`src/rtl/serial_bit_source.sv`:
```
// serial_bit_source
//   Parallel-to-serial stage feeding the single-bit input of the sequence
//   detectors. WIDTH-bit words arrive over a valid/ready handshake and are
//   shifted out one bit per clock on a registered output. Words offered back
//   to back form a gap-free bit stream, so patterns spanning word boundaries
//   reach the detector intact.
//
// Parameters
//   WIDTH     bits per word (>= 1)
//   MSB_FIRST 1: din[WIDTH-1] leaves first, 0: din[0] leaves first
//   IDLE_BIT  level driven on x while no word is being shifted
//
// Ports
//   clk        in   system clock, rising edge
//   rst        in   asynchronous active-high reset
//   din        in   parallel word to serialize
//   din_valid  in   din holds a word to send
//   din_ready  out  word is taken on this edge (combinational)
//   x          out  serial bit (registered)
//   x_valid    out  x carries a data bit (registered)
//   last       out  x carries the final bit of the word (registered)
//   busy       out  a word is in flight
module serial_bit_source #(
    parameter int unsigned WIDTH     = 8,
    parameter bit          MSB_FIRST = 1'b1,
    parameter bit          IDLE_BIT  = 1'b0
) (
    input  logic             clk,
    input  logic             rst,
    input  logic [WIDTH-1:0] din,
    input  logic             din_valid,
    output logic             din_ready,
    output logic             x,
    output logic             x_valid,
    output logic             last,
    output logic             busy
);

    localparam int unsigned      CNT_W    = (WIDTH > 1) ? $clog2(WIDTH) : 1;
    localparam logic [CNT_W-1:0] CNT_LOAD = CNT_W'(WIDTH - 1);
    localparam logic [CNT_W-1:0] CNT_ONE  = CNT_W'(1);

    typedef enum logic {
        IDLE  = 1'b0,
        SHIFT = 1'b1
    } state_t;

    state_t           state_q, state_d;
    logic [WIDTH-1:0] shreg_q, shreg_d;
    logic [WIDTH-1:0] shifted;
    logic [CNT_W-1:0] cnt_q, cnt_d;
    logic             x_q, x_d;
    logic             xv_q, xv_d;
    logic             last_q, last_d;
    logic             accept;

    // The bit that leaves next is always at the "front" end of the register;
    // which end that is depends on the transmit order.
    function automatic logic front_bit(input logic [WIDTH-1:0] w);
        return MSB_FIRST ? w[WIDTH-1] : w[0];
    endfunction

    always_comb begin
        shifted = MSB_FIRST ? (shreg_q << 1) : (shreg_q >> 1);
    end

    // Ready during the final bit lets the next word load with no idle gap.
    assign din_ready = (state_q == IDLE) || ((state_q == SHIFT) && (cnt_q == '0));
    assign accept    = din_valid && din_ready;

    always_comb begin
        state_d = state_q;
        shreg_d = shreg_q;
        cnt_d   = cnt_q;
        x_d     = x_q;
        xv_d    = xv_q;
        last_d  = last_q;

        if (accept) begin
            state_d = SHIFT;
            shreg_d = din;
            cnt_d   = CNT_LOAD;
            x_d     = front_bit(din);
            xv_d    = 1'b1;
            last_d  = (WIDTH == 1);
        end else if (state_q == SHIFT) begin
            if (cnt_q != '0) begin
                shreg_d = shifted;
                x_d     = front_bit(shifted);
                cnt_d   = cnt_q - CNT_ONE;
                last_d  = (cnt_q == CNT_ONE);
            end else begin
                state_d = IDLE;
                x_d     = IDLE_BIT;
                xv_d    = 1'b0;
                last_d  = 1'b0;
            end
        end
    end

    always_ff @(posedge clk or posedge rst) begin
        if (rst) begin
            state_q <= IDLE;
            shreg_q <= '0;
            cnt_q   <= '0;
            x_q     <= IDLE_BIT;
            xv_q    <= 1'b0;
            last_q  <= 1'b0;
        end else begin
            state_q <= state_d;
            shreg_q <= shreg_d;
            cnt_q   <= cnt_d;
            x_q     <= x_d;
            xv_q    <= xv_d;
            last_q  <= last_d;
        end
    end

    assign x       = x_q;
    assign x_valid = xv_q;
    assign last    = last_q;
    assign busy    = (state_q == SHIFT);

endmodule

```
`config.mk`:
```
export PLATFORM = sky130hd
export DESIGN_NAME = serial_bit_source
export DESIGN_NICKNAME = d
export VERILOG_FILES = /design/src/rtl/serial_bit_source.sv
export SDC_FILE = /design/constraint.sdc
export NUM_CORES = 1
export LEC_CHECK = 0
export ABC_CLOCK_PERIOD_IN_PS = 2100
export BUFFER_PORTS_ARGS = -buffer_cell sky130_fd_sc_hd__buf_2
export CAP_MARGIN = 0
export CORE_ASPECT_RATIO = 1.1
export CORE_MARGIN = 2
export CORE_UTILIZATION = 50
export DETAILED_ROUTE_END_ITERATION = 10
export PLACE_DENSITY = 0.78
export REMOVE_ABC_BUFFERS = 1
export SLEW_MARGIN = 20
export SYNTH_ARGS = -nofsm -noshare
export SYNTH_HDL_FRONTEND = slang
export SYNTH_SLANG_ARGS = --single-unit
```
`constraint.sdc`:
```
create_clock -name clk -period 2.1 [get_ports clk]
set_clock_uncertainty 0.1 [all_clocks]
set_input_delay 0.42 -clock clk [delete_from_list [all_inputs] [get_ports clk]]
set_output_delay 0.42 -clock clk [all_outputs]
set_load 0.02 [all_outputs]
```
Word-level counts from Yosys, hierarchy flattened. Index checks and enable logic that the tools add are counted.

Register bits: 14.

Reductions and logical operators: 9. Add/subtract/negate cells: 1. Eq/ne operators: 2. Multiplexer cells: 18. Bitwise operators: 1.

Operators with widths (count): $mux W7 (3); $mux W1 (12); $mux W3 (3); $reduce_and A2 Y1 (2); $reduce_bool A2 Y1 (2); $eq A3 B1 Y1 const B (1); $logic_not A3 Y1 (1); $reduce_bool A3 Y1 (1); $sub A3 B1 Y3 const B (1); $logic_and A1 B1 Y1 (2); $ne A2 B2 Y1 const B (1); $logic_or A1 B1 Y1 (1); $not A1 Y1 (1).

Longest topological paths before layout.
Word-level depth: 6. Depth in mapped cells: 8.

Worst setup path after synthesis. OpenSTA, ideal clock, no wires.

Path type: reg2out. From: register cnt_q[0]. To: output din_ready. Required time: 1580 ps. Stages on the path, launching flop included: 7. Data arrival time: 1142 ps. Slack: 438 ps. Cell sequence: dfrtp_1 -> inv_1 -> ha_1 -> ha_1 -> nor2b_4 -> buf_6 -> inv_4.

Word-level cells in the longest chain between the ends: 3.

RTL lines: from (decl) (RTL line 51) `logic [CNT_W-1:0] cnt_q, cnt_d;`; from (signal assigned) (RTL line 112) `cnt_q <= cnt_d;`; $logic_not A3 Y1 (RTL line 68) `assign din_ready = (state_q == IDLE) || ((state_q == SHIFT) && (cnt_q == '0));`; $logic_and A1 B1 Y1 (RTL line 68); $logic_or A1 B1 Y1 (RTL line 68); to (decl) (RTL line 32) `output logic din_ready,`.

No other way between the ends.

Worst setup path after layout. Ends and elaborated chain as after synthesis.

==> impl_results.md <==
* Met1 usage at between 20% and 30%
* Worst reg-to-reg setup slack at slightly above 0.4 ns
* Die X at approximately 40 um
* Period utilisation layout at between 90% and 100%
* Pins over their slew limit at 0
* Layout cells sized above 1 at 46.34%
* Post-Route WL at around 1200 um
* Yosys cell types at 23
* Initial antenna violation count at 0
* Synth warn at 0
* Chip height at between 40 and 50 um
* Via count at slightly above 500
* M2 GR Usage at around 27%
* Final HPWL DP at between 900 and 1000 um
* GPL Wtd Cong at approximately 0.75
* Worst rel slew slack at 65.01%
* Fillers at between 100 and 150
* Total global routing overflow at 0
* Crit. End Element: output pin
* CTS sink cnt at 14
* Io pins at 16
* DRT Pass-1 Iters at 4
* Fin nets at 97
* Total GRT Usage at between 10% and 20%
* Syn Inst Count at 64
* Simple-Gate Fraction of Synth Area at 11.65%
* R2R depth at 7
* Worst EP required at between 1.5 and 2 ns
* Core box area at ~0.0013 sq mm
* Setup violators final at 0
* Vias per cell at 5.143
* Fin Setup TNS at 0 ns
* Initial DRC Count at 2
* Worst Path Arrival at 1.52 ns
* IO buf count at 15
* CTS tree: built
* GR peak layer: met2
* H-tree Lvls at 1
* Adder-Cell Fraction of Synth Area at under 10%
* Non-Filler Instances at 98
* N_diodes at 0
* Post-synthesis mux area share at about a tenth
* Root Driver: clkbuf_4
* Synth Area in Compound Gates at 15.13%
* DR WL/cell at roughly 12 um
* DRT antenna net count at 0
* Worst-Margin Slew at approximately 0.52 ns
* Largest family of logic cells by synthesized area: compound AO/OA/AOI/OAI gates
* Critical path class: flip-flop to output pin
* GRT met3 Usage at 3.590%
* Initial Utilization at between 50 and 60%
* FMAX at just under 0.5 GHz
* Cell Area, Synth at 719.4 sq um
* Hold Path Class: primary input to asynchronous set/reset pin
* Yosys reg bits at 14
* CTS Buf Count at 3
* Clock Tree Buf Depth at 2
* Leakage at around 0.00043 uW
* Worst-path clk slew at 0.09 ns
* Register area share after synthesis at about 49%
* Min Clock Period, post-route at between 2 and 2.5 ns
* Status: complete, no violations
* RSZ-0062 raised after global routing: no
* Startpoint types: flip-flop
* Via count of the first global-routing pass at between 400 and 500
* Max Cap Violations at 0
* Dpl cells at 92
* Max VDD drop at 0.7011 mV
* Std cell rows at 14
* Final core utilization at between 60% and 70%
* Critical Path Fanout Max at 8
* Area Overhead vs Synth at 15.65%
* Endpoints failing hold at 0
* Drt drc at 0
* PwrDens at 1462 mW/mm^2
* Die area at 0.001759 sq mm
* Worst-Skew Late Latency at approximately 0.28 ns
* Mean Syn Cell Area at 11.24 sq um
* First-pass GRT wire length at 1966 um
* Largest net degree at the start of global routing at 17
* Xor/xnor share of the synthesized area at 0%
==> registers in the layout, summed over array words and instances, names as in the netlist <==
| name | cells |
|---|---|
| busy | 1 |
| cnt_q | 3 |
| last | 1 |
| shreg_q | 7 |
| x | 1 |
| x_valid | 1 |
==> power breakdown <==
| group | total, uW | internal [uW] | switching, uW |
|---|---|---|---|
| Sequential | 464 | 384 | 79.9 |
| Clock | 194 | 105 | 88.9 |
| Combinational | 558 | 231 | 327 |
| Total | 1220 | 720 | 496 |
==> kinds of logic (layout without fill, tap and decap cells) <==
logic type / count (synthesis) / after routing
buffers and inverters: 10 / 28
multiplexers: 7 / 7
adder cells (fa/ha/maj): 3 / 3
AO/OA/AOI/OAI: 15 / 15
AND/OR/NAND/NOR: 15 / 15
flip-flops: 14 / 14
==> cell type report <==
type	instances	area, sq um	area share (%)
Timing Repair Buffer	18	97.59	11.73
Inverter	6	25.02	3.008
Clock buffer	4	36.28	4.361
Tap cell	16	20.02	2.406
Multi-Input combinational cell	40	302.8	36.39
Sequential cell	14	350.3	42.11
==> metrics by stage <==
step	total power [uW]	hold slack (ns)	setup WS, ns	cell area [sq um]
after floorplan	846.3	0.2092	0.2235	675.6
after global placement	979.2	0.3663	0.3988	778.2
after detailed placement	1005	0.3770	0.3250	778.2
after CTS	1197	0.08273	0.01168	814.5
after global routing	1312	0.1097	0.01829	832.0
final	1216	0.05919	0.05931	832.0
==> critical path, stage by stage (launching register included) <==
cell and delay, ns:
dfrtp_1 0.40, inv_1 0.06, ha_1 0.20, ha_2 0.20, nor2b_4 0.15, inv_4 0.07, buf_2 0.16
==> path summary, 6_finish.rpt <==
check                            from         end
max                          cnt_q[0]   din_ready
min                               rst        busy
max reg2reg                  cnt_q[0]    cnt_q[0]
min reg2reg                shreg_q[4]  shreg_q[5]
max in group asynchronous         rst  shreg_q[6]
min in group clk               din[0]  shreg_q[0]
==> metal layers <==
| layer | share of wire [%] | vias up |
|---|---|---|
| met2 | 54 | 11 |
| met4 | 0.99 | 0 |
| li1 | - | 252 |
| met3 | 3.8 | 2 |
| met5 | 0 | - |
| met1 | 41 | 239 |
==> repair_timing <==
action | in CTS | in global routing
resized for setup | 0 | 1
hold buffers | 0 | 0
buffers inserted | 0 | 2
setup endpoints to repair | 0 | 1
==> synthesized netlist by cell type (all sizes together) <==
master / number / area share (%)
buf: 4 / 6.1
a31oi: 1 / 0.87
o21ai: 10 / 10
inv: 6 / 3.5
a22oi: 1 / 1.0
ha: 3 / 5.2
nor3: 1 / 0.69
dfrtp: 14 / 49
mux2i: 7 / 9.7
nor2: 2 / 1.0
nand2: 10 / 7.3
nor2b: 1 / 1.9
o32ai: 1 / 1.2
a21oi: 2 / 1.9
nand3: 1 / 0.69
==> layout by cell type (no fill, tap or decap) <==
cell and count:
a21oi_2 1, a21oi_1 1, o21ai_0 2, ha_1 2, nand2_1 4, nand2_2 6, inv_4 1, nor2b_4 1
buf_2 15, ha_2 1, clkbuf_4 3, a22oi_1 1, o21ai_1 2, a31oi_1 1, mux2i_1 7, o32ai_1 1
inv_1 5, clkbuf_8 1, nor3_1 1, dfrtp_1 14, nand3_1 1, buf_4 3, nor2_1 2, o21ai_2 6
(Power assumes the default switching activity.)
